[config.mk]
export PLATFORM = sky130hd
export DESIGN_NAME = spio_chain
export DESIGN_NICKNAME = d
export VERILOG_FILES = /design/src/rtl/spio_chain_pkg.sv /design/src/rtl/spio_clkgen.sv /design/src/rtl/spio_chain.sv
export SDC_FILE = /design/constraint.sdc
export NUM_CORES = 1
export LEC_CHECK = 0
export ABC_AREA = 1
export BUFFER_PORTS_ARGS = -buffer_cell sky130_fd_sc_hd__buf_2
export CORE_ASPECT_RATIO = 1.2
export CORE_MARGIN = 2
export CORE_UTILIZATION = 56
export CTS_CLUSTER_DIAMETER = 150
export CTS_CLUSTER_SIZE = 20
export DETAILED_ROUTE_END_ITERATION = 10
export PLACE_DENSITY = 0.93
export RECOVER_POWER = 50
export REMOVE_ABC_BUFFERS = 1
export SYNTH_ARGS = -nofsm -noshare
export SYNTH_HDL_FRONTEND = slang
export SYNTH_SLANG_ARGS = --single-unit
export TNS_END_PERCENT = 10
[constraint.sdc]
create_clock -name clk -period 3.8 [get_ports clk]
set_clock_uncertainty 0.2 [all_clocks]
set_input_delay 0.19 -clock clk [delete_from_list [all_inputs] [get_ports clk]]
set_output_delay 0.19 -clock clk [all_outputs]
set_load 0.05 [all_outputs]
[src/rtl/spio_chain_pkg.sv]
// Shared types and default constants for the serial LED chain driver.
package spio_chain_pkg;

    typedef enum logic [1:0] {
        ST_IDLE,
        ST_LOAD,
        ST_SHIFT,
        ST_LATCH
    } state_t;

    localparam int          DEF_DATA_BITS = 16;
    localparam int          DEF_CLK_DIV   = 2;
    localparam int          DEF_MSB_FIRST = 0;
    localparam int          DEF_INVERT    = 1;
    localparam logic [63:0] DEF_RESET_VAL = 64'h2A;

    // Counter width that stays at least one bit for tiny ranges.
    function automatic int cnt_width(input int n);
        return (n > 1) ? $clog2(n) : 1;
    endfunction

endpackage

[src/rtl/spio_clkgen.sv]
// Half-period tick generator: tick every CLK_DIV cycles while run is high, phase toggles on each tick.
module spio_clkgen
    import spio_chain_pkg::*;
#(
    parameter int CLK_DIV = DEF_CLK_DIV
) (
    input  logic clk,
    input  logic rst,
    input  logic run,
    output logic tick,
    output logic phase
);
    localparam int CW = cnt_width(CLK_DIV);
    localparam logic [CW-1:0] LAST_CNT = CW'(CLK_DIV - 1);

    logic [CW-1:0] cnt;

    assign tick = run && (cnt == LAST_CNT);

    // Held at zero while stopped so every run starts on a fresh low half period.
    always_ff @(posedge clk or negedge rst) begin
        if (!rst) begin
            cnt   <= '0;
            phase <= 1'b0;
        end else if (!run) begin
            cnt   <= '0;
            phase <= 1'b0;
        end else if (tick) begin
            cnt   <= '0;
            phase <= ~phase;
        end else begin
            cnt <= cnt + 1'b1;
        end
    end

endmodule

[src/rtl/spio_chain.sv]
// Parallel LED register with serial shift-out to an external shift/latch chain.
// Optional SPIO_AUTO_REFRESH_EN macro starts a transfer whenever the register content changes.
module spio_chain
    import spio_chain_pkg::*;
#(
    parameter int          DATA_BITS = DEF_DATA_BITS,
    parameter int          CLK_DIV   = DEF_CLK_DIV,
    parameter int          MSB_FIRST = DEF_MSB_FIRST,
    parameter int          INVERT    = DEF_INVERT,
    parameter logic [63:0] RESET_VAL = DEF_RESET_VAL
) (
    input  logic                 clk,
    input  logic                 rst,
    input  logic                 en,
    input  logic                 start,
    input  logic [DATA_BITS-1:0] p_data,
    output logic [DATA_BITS-1:0] led_out,
    output logic                 led_clk,
    output logic                 led_sout,
    output logic                 led_clrn,
    output logic                 led_pen,
    output logic                 busy,
    output logic                 done
);
    localparam int BW = cnt_width(DATA_BITS);
    localparam logic [BW-1:0] LAST_BIT = BW'(DATA_BITS - 1);

    state_t                 state_q, state_d;
    logic [DATA_BITS-1:0]   reg_q, reg_now, frame_in, shreg, shifted;
    logic [BW-1:0]          bitcnt;
    logic                   sout_q, done_q, clrn_q;
    logic                   tick, phase, run, refresh;
    logic                   load_go, bit_end, last_bit;

    function automatic logic head_bit(input logic [DATA_BITS-1:0] v);
        return (MSB_FIRST != 0) ? v[DATA_BITS-1] : v[0];
    endfunction

    // A write in the launching cycle is folded into the captured frame.
    assign reg_now  = en ? p_data : reg_q;
    assign frame_in = (INVERT != 0) ? ~reg_now : reg_now;
    assign shifted  = (MSB_FIRST != 0) ? (shreg << 1) : (shreg >> 1);

    assign run      = (state_q == ST_SHIFT) || (state_q == ST_LATCH);
    assign load_go  = (state_q == ST_IDLE) && (state_d == ST_LOAD);
    assign bit_end  = (state_q == ST_SHIFT) && tick && phase;
    assign last_bit = (bitcnt == LAST_BIT);

    spio_clkgen #(.CLK_DIV(CLK_DIV)) u_clkgen (
        .clk   (clk),
        .rst   (rst),
        .run   (run),
        .tick  (tick),
        .phase (phase)
    );

`ifdef SPIO_AUTO_REFRESH_EN
    logic dirty_q;

    // A changing write wins over the LOAD clear so a write during LOAD still earns a follow-up frame.
    always_ff @(posedge clk or negedge rst) begin
        if (!rst)
            dirty_q <= 1'b0;
        else if (en && (p_data != reg_q))
            dirty_q <= 1'b1;
        else if (state_q == ST_LOAD)
            dirty_q <= 1'b0;
    end

    assign refresh = dirty_q;
`else
    assign refresh = 1'b0;
`endif

    always_ff @(posedge clk or negedge rst) begin
        if (!rst)
            state_q <= ST_IDLE;
        else
            state_q <= state_d;
    end

    always_comb begin
        state_d = state_q;
        busy    = (state_q != ST_IDLE);
        led_pen = (state_q == ST_LATCH);
        led_clk = (state_q == ST_SHIFT) && phase;
        case (state_q)
            ST_IDLE:  if (start || refresh) state_d = ST_LOAD;
            ST_LOAD:  state_d = ST_SHIFT;
            ST_SHIFT: if (bit_end && last_bit) state_d = ST_LATCH;
            ST_LATCH: if (tick) state_d = ST_IDLE;
            default:  state_d = ST_IDLE;
        endcase
    end

    always_ff @(posedge clk or negedge rst) begin
        if (!rst) begin
            reg_q  <= RESET_VAL[DATA_BITS-1:0];
            sout_q <= 1'b0;
            bitcnt <= '0;
            done_q <= 1'b0;
            clrn_q <= 1'b0;
        end else begin
            clrn_q <= 1'b1;
            done_q <= (state_q == ST_LATCH) && tick;
            if (en)
                reg_q <= p_data;
            // Serial data only moves on the high-to-low transition of led_clk.
            if (load_go) begin
                sout_q <= head_bit(frame_in);
                bitcnt <= '0;
            end else if (bit_end && !last_bit) begin
                sout_q <= head_bit(shifted);
                bitcnt <= bitcnt + 1'b1;
            end
        end
    end

    always_ff @(posedge clk) begin
        if (load_go)
            shreg <= frame_in;
        else if (bit_end)
            shreg <= shifted;
    end

    assign led_out  = reg_q;
    assign led_sout = sout_q;
    assign led_clrn = clrn_q;
    assign done     = done_q;

endmodule

---- Word level (Yosys, flattened, before mapping) ----
Cells that the tools add are included.
word-level totals
  output and inout port bits .............. 22
  register bits after elaboration ......... 43
  bits of input ports ..................... 20
  logic and storage cells ................. 48
cells by class
  eq/ne operators ......................... 6
  $add $sub $neg .......................... 2
  mux-type cells .......................... 15
  reductions and logical operators ........ 14
  bitwise gates (word level) .............. 2
operators by type and width
  kind                                                 number
  two-way mux 16 bit                                   3
  NOT 16 bit                                           1
  logical AND 1 bit                                    8
  two-way mux 4 bit                                    2
  one-hot mux 2 bit (4 select lines)                   1
  two-way mux 1 bit                                    6
  two-way mux 2 bit                                    3
  nonzero test 2 bit                                   3
  adder 4 x 1 -> 4 bit, second input constant          1
  equality test 2 x 1 -> 1 bit, second input constant  2
  equality test 2 bit, second input constant           2
  equality test 4 bit, second input constant           1
  zero test 2 bit                                      1
  != test 2 bit, second input constant                 1
  adder 1 bit, second input constant                   1
  zero test 1 bit                                      1
  logical OR 1 bit                                     1
  NOT 1 bit                                            1

---- Longest topological paths before layout ----
Gate-level depths: netlist (run 1).
  word-level depth ........................ 11
  mapped depth ............................ 7
  depth with buffers taken out ............ 7

---- By module ----
Synthesis (run 1) repeated with hierarchy kept, for this count alone.
unflattened totals
  cells, all modules ...................... 185
  area, all modules ....................... 1,791.7 um^2
modules (own cells, without submodules)
  module       cells an instance  times used  area an instance (um^2)  seq. area each (um^2)
  spio_chain   174                1           1,705.4                  1,079.8
  spio_clkgen  11                 1           86.3                     50.0

---- Least setup slack after synthesis (run 1) ----
OpenSTA, ideal clock, no wires.
  path type ............................... flip-flop to flip-flop
  start ................................... register state_q[0]
  end ..................................... register shreg[10], enable pin
  path slack .............................. 2.132 ns
  library setup time ...................... 0.366 ns
  cell stages (with the launch flop) ...... 5
  arrival ................................. 1.102 ns
  required time ........................... 3.234 ns
  period minus slack after synthesis ...... 1.668 ns
  path buffers ............................ 1
  cells stage by stage .................... dfrtp_1 > inv_2 > nand3_4 > buf_4 > nand2_1
between the ends
  word-level cells in the longest chain between the ends .. 11
  elaborated cells between the ends (all ways) .. 16
  classes of those cells .................. eq/ne: 4; mux: 4; reduce/logical: 8
RTL lines
  item                                           line                                                  text
  start, declared                                spio_chain.sv:28                                      state_t state_q, state_d;
  start signal, assigned                         spio_chain.sv:79                                      state_q <= state_d;
  equality test 2 bit, on equally long branches  spio_chain.sv:44, spio_chain.sv:46, spio_chain.sv:87
  logical OR 1 bit                               spio_chain.sv:44                                      assign run = (state_q == ST_SHIFT) || (state_q == ST_LATCH);
  logical AND 1 bit                              spio_clkgen.sv:18                                     assign tick = run && (cnt == LAST_CNT);
  logical AND 1 bit (2 in series)                spio_chain.sv:46                                      assign bit_end = (state_q == ST_SHIFT) && tick && phase;
  logical AND 1 bit                              spio_chain.sv:90                                      ST_SHIFT: if (bit_end && last_bit) state_d = ST_LATCH;
  two-way mux 2 bit                              spio_chain.sv:90
  one-hot mux 2 bit (4 select lines)             spio_chain.sv:87                                      case (state_q)
  equality test 2 x 1 -> 1 bit                   spio_chain.sv:45                                      assign load_go = (state_q == ST_IDLE) && (state_d == ST_LOAD);
  logical AND 1 bit                              spio_chain.sv:45
  nonzero test 2 bit (no line) (*)               n/a
  end signal, assigned                           spio_chain.sv:121                                     shreg <= frame_in;
  end signal, assigned                           spio_chain.sv:123                                     shreg <= shifted;
  end, declared                                  spio_chain.sv:29                                      logic [DATA_BITS-1:0] reg_q, reg_now, frame_in, shreg, shifted;
Every way passes the cells marked *; elsewhere a longest branch is shown, timed or not.
A chain may end at the register's enable or synchronous reset.

---- Worst setup path in the final report (run 1) ----
  start ................................... register state_q[1]
  end ..................................... register shreg[1], enable pin
The elaborated chain is that of the path after synthesis.

==> impl_metrics.toml, run 1 <==
[worst_hold_path]
hp-class = "input port to flip-flop"

[worst_setup_path]
path_class = "flip-flop to flip-flop"
required_ps = 3590
critPathCaptureType = "flip-flop"
path_buf_inv = 1
cpMaxStageDelayCell = "nand2_1"
cp.arrival_ps = 1910
crit_chain = "inv_1 -> nand3_4 -> nand2_1"
cp_top_family = "simple AND/OR/NAND/NOR gates"
crit_fanout = 41
cp_slowest_stage_delay_ps = 620
startpoint_type = "flip-flop"

[timing]
fmax_ghz = 0.472
rsz0062_at_grt = "false"
setup_tns_ps = 0
period_needed_ps = 2120
whs_ps = 95.1
min_period_over_period_pct = 55.8
setup_viol = 0
finalHoldViolCount = 0
worst-slew-pin-transition_ps = 1430
maxSlewHeadroom_pct = 4.97
drv_slew = 0

[grt]
met3_usage_pct = 6.50
grt_usage_pct = 21.7
grt_overflow = 0
met1_usage_pct = 25.2
grt_pass1_wl_mm = 6.00
grt_max_degree = 42
grt_busiest_layer = "met2"
antenna_found_initial = 0
first_global_vias = 1326
grt_util_met2_pct = 37.5

[job]
drv_cap = 0

[drt]
ant_nets = 0
first_pass_iters = 5
wire_per_inst_microns = 13.3
drt_iter0_markers = 25
drt-total-wl_mm = 3.62
via_per_inst = 5.20
drc = 0
vias = 1420

[yosys]
syn_area_per_cell_sq_um = 9.99
synth-warning-count = 0
yosysSeqAreaShare_pct = 63.5
synth_area_sq_um = 1780
synth.distinct_cells = 24
synth_cells = 178
ys_ff_latch = 42

[floorplan]
fp.dieW_microns = 55.4
io_pins = 42
die_area_sq_um = 3640
initial_utilization_pct = 58.2
core-area_sq_um = 3060
rows = 22
dieHeight_microns = 65.7

[cts]
cts_hold_buf = 17
post_cts_resized = 0
clock_latency_ps = 350
numCtsBuffers = 5
numClockSinks = 42
cts_tree = "done"
cts_root_buffer = "clkbuf_4"
clk_pin_slew_worst_paths_ps = 120
post_cts_buffers = 0
cts_buffer_depth = 2
htree_levels = 2

[place]
finalWeightedCongestion = 0.748
io_buffers = 41
hpwl_mm = 2.21

[power]
p_switching_uw = 591
p_int_uw = 921
p_leak_uw = 0.00111
seqPwrFrac_pct = 47.5
power.density_nw_per_um2 = 683
clkPwrFrac_pct = 18.4
power_frac_comb_pct = 34.0
vdd_drop_max_mv = 0.436
swShare_pct = 39.1

[final_layout]
seqCellArea_sq_um = 1130
final_common_cell = "nand2_1"
drive_above_1_share_pct = 19.4
multi_input_area_sq_um = 499
final_cell_mix = "47 x nand2_1, 35 x buf_2, 30 x o21ai_0"
diodes = 0
area_growth_pct = 24.6
n_fill_cell = 194
finalNetCount = 257

[status]
status = "complete, no violations"
==> cells in the mapped netlist <==
master	number	area, sq um
nand2_1	47	176
o21ai_0	30	150
dfrtp_1	24	601
inv_1	23	86.3
edfxtp_1	15	450
nand3_1	10	50.1
nor2_1	5	18.8
buf_4	4	30.0
dfstp_2	3	78.8
buf_2	2	10.0
inv_2	2	7.51
a21oi_1	1	5.00
buf_6	1	11.3
conb_1	1	3.75
ha_1	1	12.5
mux2_4	1	15.0
nand3_4	1	17.5
nand3b_1	1	7.51
nand4_1	1	6.26
nand4_2	1	12.5
nor2_2	1	6.26
o211ai_1	1	7.51
o21ai_1	1	5.00
xor2_1	1	8.76
==> per-layer routing <==
layer  part of all wire (%)  up-vias
met5                      0        -
met4                    2.1        0
met3                    5.9        8
met2                     52       47
met1                     40      677
li1                       -      688
==> area by class of cell <==
| cell class | instances | area share (%) |
|---|---|---|
| Multi-Input combinational cell | 104 | 22.5 |
| Clock inverter | 2 | 1.69 |
| Inverter | 25 | 4.24 |
| Tap cell | 36 | 2.03 |
| Timing Repair Buffer | 58 | 16.6 |
| Sequential cell | 42 | 51.0 |
| Clock buffer | 6 | 1.86 |
==> per-stage QoR <==
step           power [uW]  cell area (sq um)  std cells  utilization (%)  setup WS, ps
2_1_floorplan        1090               1730        171                -          2040
3_3_place_gp         1200               1980        248             64.7          1830
3_5_place_dp         1230               1980        248             64.7          1740
4_1_cts              1520               2230        273             72.9          1730
5_1_grt              1600               2210        273             72.5          1580
6_report             1510               2210        273             72.5          1680
==> state kept, by name, summed over array words and instances, names as in the netlist <==
| name | count |
|---|---|
| u_clkgen.cnt | 1 |
| led_sout | 1 |
| bitcnt | 4 |
| shreg | 15 |
| state_q | 2 |
| led_out | 16 |
| led_clrn | 1 |
| done | 1 |
| u_clkgen.phase | 1 |
==> kinds of logic after synthesis <==
kind of cell    share of synthesized area, %
compound gates                          9.43
xor+xnor                               0.493
fa+ha+maj                              0.704
buf+inv                                 8.16
flops                                   63.5
mux                                    0.844
other cells                            0.211
simple gates                            16.6
==> worst paths after layout <==
check | startpoint | to | slack, ps | depth (start not counted)
setup / recovery | state_q[1] | shreg[1] | 1680 | 3
hold / removal | en | led_out[3] | 100 | 3
setup reg to reg | state_q[1] | shreg[1] | 1680 | 3
hold reg to reg | led_sout | led_sout | 330 | 2
max in group asynchronous | rst | led_sout | 2050 | 2
min in group asynchronous | rst | led_out[6] | 510 | 2
==> power groups by stage <==
stage                     logic (uW)  clock network [uW]  registers, uW
after floorplan                  298                   0            795
after global placement           481                   0            721
after CTS                        520                 283            718
after detailed placement         502                   0            727
after global routing             569                 303            732
final                            515                 279            719
==> worst register-to-register path, delay by kind of cell (launching register included) <==
kind | cells | cell delay (ps)
flops | 1 | 450
buf+inv | 1 | 160
simple gates | 2 | 950
Note: power is estimated with default switching activity, not from simulation.
==> run 2, diff against run 1 <==
--- a/config.mk
+++ b/config.mk
@@ -9,11 +9,11 @@
 export BUFFER_PORTS_ARGS = -buffer_cell sky130_fd_sc_hd__buf_2
 export CORE_ASPECT_RATIO = 1.2
 export CORE_MARGIN = 2
-export CORE_UTILIZATION = 56
+export CORE_UTILIZATION = 52
 export CTS_CLUSTER_DIAMETER = 150
 export CTS_CLUSTER_SIZE = 20
 export DETAILED_ROUTE_END_ITERATION = 10
-export PLACE_DENSITY = 0.93
+export PLACE_DENSITY = 0.88
 export RECOVER_POWER = 50
 export REMOVE_ABC_BUFFERS = 1
 export SYNTH_ARGS = -nofsm -noshare
==> constraint.sdc (replaced) <==
create_clock -name clk -period 2 [get_ports clk]
set_clock_uncertainty 0.2 [all_clocks]
set_input_delay 0.1 -clock clk [delete_from_list [all_inputs] [get_ports clk]]
set_output_delay 0.1 -clock clk [all_outputs]
set_load 0.05 [all_outputs]
==> impl_metrics.toml, run 2 (same netlist as run 1, synthesis figures left out) <==
[status]
status = "complete, no violations"

[floorplan]
dieHeight_microns = 68.1
die_area_sq_um = 3910
io_pins = 42
initial_utilization_pct = 53.7
rows = 23
core-area_sq_um = 3310
fp.dieW_microns = 57.4

[power]
power_frac_comb_pct = 31.4
finalPower_uw = 3110
seqPwrFrac_pct = 43.6
vdd_drop_max_mv = 1.07
power.density_nw_per_um2 = 1360
p_switching_uw = 1110
p_int_uw = 2000
p_leak_uw = 0.00114
clkPwrFrac_pct = 25.0
swShare_pct = 35.7

[cts]
cts_tree = "done"
numCtsBuffers = 5
htree_levels = 2
clk_pin_slew_worst_paths_ps = 80
clock_latency_ps = 290
cts_buffer_depth = 2
post_cts_resized = 0
numClockSinks = 42
cts_root_buffer = "clkbuf_8"

[final_layout]
area_growth_pct = 28.5
largest_reg_flops = 16
postLayoutCellArea_sq_um = 2280
drive_above_1_share_pct = 21.3
final_common_cell = "nand2_1"
diodes = 0
fin_util_pct = 69.0
final_cell_mix = "47 x nand2_1, 34 x buf_2, 30 x o21ai_0"
finalNetCount = 259

[worst_setup_path]
regToRegStartpoint = "state_q[1]"
path_buf_inv = 2
required_ps = 1790
path_class = "flip-flop to flip-flop"
cp_top_family = "flip-flops"
cp.arrival_ps = 1420
startpoint_type = "flip-flop"
crit_chain = "inv_1 -> nand3_4 -> nand2_1 -> buf_4"
critPathCaptureType = "flip-flop"
startpoint = "state_q[1]"
cpMaxStageDelayCell = "dfrtp_1"
crit_fanout = 23
cp_slowest_stage_delay_ps = 430

[worst_hold_path]
hp-start = "en"
hp-class = "input port to flip-flop"

[drt]
first_pass_iters = 4
wire_per_inst_microns = 11.7
ant_nets = 0
drt_iter0_markers = 30
vias = 1345
drt-total-wl_mm = 3.23
via_per_inst = 4.87
drc = 0

[place]
finalWeightedCongestion = 0.701
hpwl_mm = 2.10
io_buffers = 41
placement.cell_area_sq_um = 1990

[grt]
grt_max_degree = 32
first_global_vias = 1195
grt_pass1_wl_mm = 5.30
antenna_found_initial = 0
grt_usage_pct = 18.5
grt_overflow = 0

[timing]
rsz0062_at_grt = "false"
fmax_ghz = 0.614
maxSlewHeadroom_pct = 55.3
worst-slew-pin-transition_ps = 670
period_needed_ps = 1630
min_period_over_period_pct = 81.4
drv_slew = 0
setup_tns_ps = 0
setup_viol = 0
finalHoldViolCount = 0

[job]
drv_cap = 0
-- run 2: final timing paths --
kind | slack, ps | cells past startpoint | to
worst min-delay path | 90 | 3 | led_out[3]
max in group asynchronous | 1000 | 2 | led_out[4]
worst max register to register | 370 | 4 | shreg[3]
min in group asynchronous | 170 | 2 | led_out[11]
worst min register to register | 310 | 2 | led_sout
worst max-delay path | 370 | 4 | shreg[3]
-- run 2: final cells by class --
cell class | count | area (sq um)
inverter | 25 | 93.8
fill | 242 | 1020
multi-input combinational | 104 | 499
tap | 37 | 46.3
clock buffer | 5 | 68.8
sequential | 42 | 1130
clock inverter | 3 | 63.8
timing repair buffer | 60 | 383
-- run 2: per-layer routing --
| layer | part of all wire [%] | vias up | global-route usage [%] |
|---|---|---|---|
| met2 | 49 | 32 | 28.1 |
| met1 | 44 | 612 | 23.9 |
| met3 | 5.2 | 6 | 5.67 |
| met5 | 0 | - | 0 |
| li1 | - | 695 | - |
| met4 | 2.0 | 0 | 9.59 |
-- run 2: what timing repair did --
item | CTS | global route
buffers inserted | 0 | 0
endpoints found under the hold margin | 42 | 0
hold buffers | 17 | 0
-- run 2: worst reg2reg max path, stage by stage, from the launching register on --
cell and delay [ps]:
dfrtp_1 430, inv_1 140, nand3_4 200, nand2_1 130, buf_4 230
-- run 2: power groups by stage --
stage	Sequential (uW)	Clock, uW	Combinational (uW)
final	1360	778	978
after global routing	1390	834	1100
after CTS	1360	790	999
after detailed placement	1370	0	966
after global placement	1360	0	942
after floorplan	1510	0	566
-- run 2: through the flow --
step / hold WS [ps] / setup WS [ps] / cells
floorplan: -396 / 236 / 171
global placement: -60.8 / 439 / 251
detailed placement: -49.6 / 409 / 251
CTS: 92.3 / 384 / 276
global route: 156 / 209 / 276
finish: 91.9 / 371 / 276
==> run 3, diff against run 2 <==
--- a/config.mk
+++ b/config.mk
@@ -9,11 +9,11 @@
 export BUFFER_PORTS_ARGS = -buffer_cell sky130_fd_sc_hd__buf_2
 export CORE_ASPECT_RATIO = 1.2
 export CORE_MARGIN = 2
-export CORE_UTILIZATION = 52
+export CORE_UTILIZATION = 47
 export CTS_CLUSTER_DIAMETER = 150
 export CTS_CLUSTER_SIZE = 20
 export DETAILED_ROUTE_END_ITERATION = 10
-export PLACE_DENSITY = 0.88
+export PLACE_DENSITY = 0.84
 export RECOVER_POWER = 50
 export REMOVE_ABC_BUFFERS = 1
 export SYNTH_ARGS = -nofsm -noshare
==> constraint.sdc (replaced) <==
create_clock -name clk -period 1.4 [get_ports clk]
set_clock_uncertainty 0.2 [all_clocks]
set_input_delay 0.07 -clock clk [delete_from_list [all_inputs] [get_ports clk]]
set_output_delay 0.07 -clock clk [all_outputs]
set_load 0.05 [all_outputs]
==> impl_metrics.toml, run 3 (same netlist as run 1, synthesis figures left out) <==
[grt]
grt_usage_pct = 18.9
grt_pass1_wl_mm = 5.98
first_global_vias = 1345
grt_max_degree = 32
antenna_found_initial = 0
grt_overflow = 0

[floorplan]
die_area_sq_um = 4290
rows = 24
fp.dieW_microns = 60.1
io_pins = 42
initial_utilization_pct = 48.9
core-area_sq_um = 3630
dieHeight_microns = 71.4

[worst_setup_path]
cp_slowest_stage_delay_ps = 400
cp.arrival_ps = 1410
regToRegStartpoint = "state_q[0]"
path_class = "flip-flop to flip-flop"
r2r_cells = 5
required_ps = 1340
startpoint_type = "flip-flop"
crit_chain = "inv_2 -> nand3_4 -> buf_8 -> buf_6 -> o21ai_2"
path_buf_inv = 3
cpMaxStageDelayCell = "dfrtp_1"
cp_top_family = "buffers and inverters"
crit_fanout = 7
rr_endpoint = "shreg[8]"
rrSetupSlack_ps = -80
critPathCaptureType = "flip-flop"

[place]
hpwl_mm = 2.31
placement.cell_area_sq_um = 2100
dpl.cell_count = 274
finalWeightedCongestion = 0.849
io_buffers = 41

[timing]
setup_viol = 23
worst-slew-pin-transition_ps = 602
maxSlewHeadroom_pct = 59.9
setup_tns_ps = -588
rsz0062_at_grt = "true"
layout_setup_ws_ps = -75.4
whs_ps = -23.4
drv_slew = 0
finalHoldViolCount = 1
period_needed_ps = 1480
min_period_over_period_pct = 105
fmax_ghz = 0.678

[drt]
first_pass_iters = 4
drt_iter0_markers = 130
via_per_inst = 4.76
drt-total-wl_mm = 3.88
ant_nets = 0
highest-signal-layer = "met4"
wl_met2_mm = 1.97
routed-wl-met3_microns = 173
drc = 0
wire_per_inst_microns = 12.6
vias = 1466
met1_length_mm = 1.65

[cts]
htree_levels = 2
clk_pin_slew_worst_paths_ps = 80
cts_buffer_depth = 2
clock_latency_ps = 300
cts_tree = "done"
numCtsBuffers = 5
cts_root_buffer = "clkbuf_8"
numClockSinks = 42

[worst_hold_path]
hp-class = "input port to flip-flop"
hp-start = "en"
holdPathStages = 3
min_to = "led_out[5]"

[power]
seqPwrFrac_pct = 39.6
swShare_pct = 37.1
clkPwrFrac_pct = 18.9
p_switching_uw = 1830
p_leak_uw = 0.00126
power_frac_comb_pct = 41.5
p_int_uw = 3090
vdd_drop_max_mv = 0.797
power.density_nw_per_um2 = 1920

[final_layout]
layoutNonFillerInstCount = 308
largest_reg_flops = 16
n_fill_cell = 275
finalNetCount = 276
area_growth_pct = 44.0
diodes = 0
final_common_cell = "nand2_1"
postLayoutCellArea_sq_um = 2560
final_cell_mix = "42 x nand2_1, 39 x buf_2, 24 x dfrtp_1"
multi_input_area_sq_um = 566
seqCellArea_sq_um = 1130
drive_above_1_share_pct = 34.8
fin_util_pct = 70.5

[status]
status = "finished with violations"
violations = "hold timing, setup timing"

[job]
drv_cap = 0
## run 3: cell types whose count changed in the layout (fill, tap and decap cells not counted), sizes merged
| cell | previous run | this run |
|---|---|---|
| clkbuf | 12 | 7 |
| dlygate4sd3 | 17 | 18 |
| bufinv | 2 | 1 |
| clkinv | 1 | 0 |
| buf | 36 | 59 |
## run 3: power by group through the flow
stage          sequential [uW]  combinational, uW  clock [uW]
4_1_cts                   1920               1730         949
5_1_grt                   1980               2220         998
6_report                  1950               2040         932
3_3_place_gp              1940               1520           0
2_1_floorplan             2160                808           0
3_5_place_dp              1940               1570           0
## run 3: worst max-delay path by stage
stage | start | to | slack [ps] | depth (start not counted)
2_1_floorplan | state_q[0] | shreg[10] | -360 | 3
3_3_place_gp | state_q[0] | shreg[10] | 20 | 5
3_5_place_dp | state_q[0] | shreg[10] | -40 | 5
4_1_cts | state_q[1] | led_clk | -7 | 4
5_1_grt | state_q[1] | shreg[8] | -130 | 5
6_report | state_q[0] | shreg[8] | -80 | 5
## run 3: layer usage
layer | track usage, % | up-vias
met5 | 0 | -
met4 | 7.65 | 0
met3 | 5.42 | 10
met2 | 30.3 | 43
met1 | 23.8 | 683
li1 | - | 730
## run 3: worst register-to-register path, cell delays in order, from the launching register on
cell	delay, ps
dfrtp_1	400
inv_2	130
nand3_4	140
buf_8	170
buf_6	130
o21ai_2	160
## run 3: area by class of cell
cell class | instances | area share, %
repair buffers | 77 | 23.4
inverters | 25 | 3.67
clock buffers | 7 | 2.98
multi-input cells | 104 | 22.1
clock inverters | 1 | 1.17
well taps | 52 | 2.54
flip-flops and latches | 42 | 44.1
## run 3: what timing repair did
action                     in CTS  in global routing
gates cloned                    0                  1
hold buffers                   17                  1
pin swaps                       0                 11
setup endpoints to repair      25                 36
hold endpoints to repair       44                  1
resized for setup               9                 47
buffers inserted                2                  5
## run 3: stage by stage
stage          setup slack [ps]  total power, uW
5_1_grt                    -126             5200
3_3_place_gp               23.2             3460
3_5_place_dp              -35.9             3510
2_1_floorplan              -364             2970
4_1_cts                   -6.91             4600
6_report                  -75.4             4920
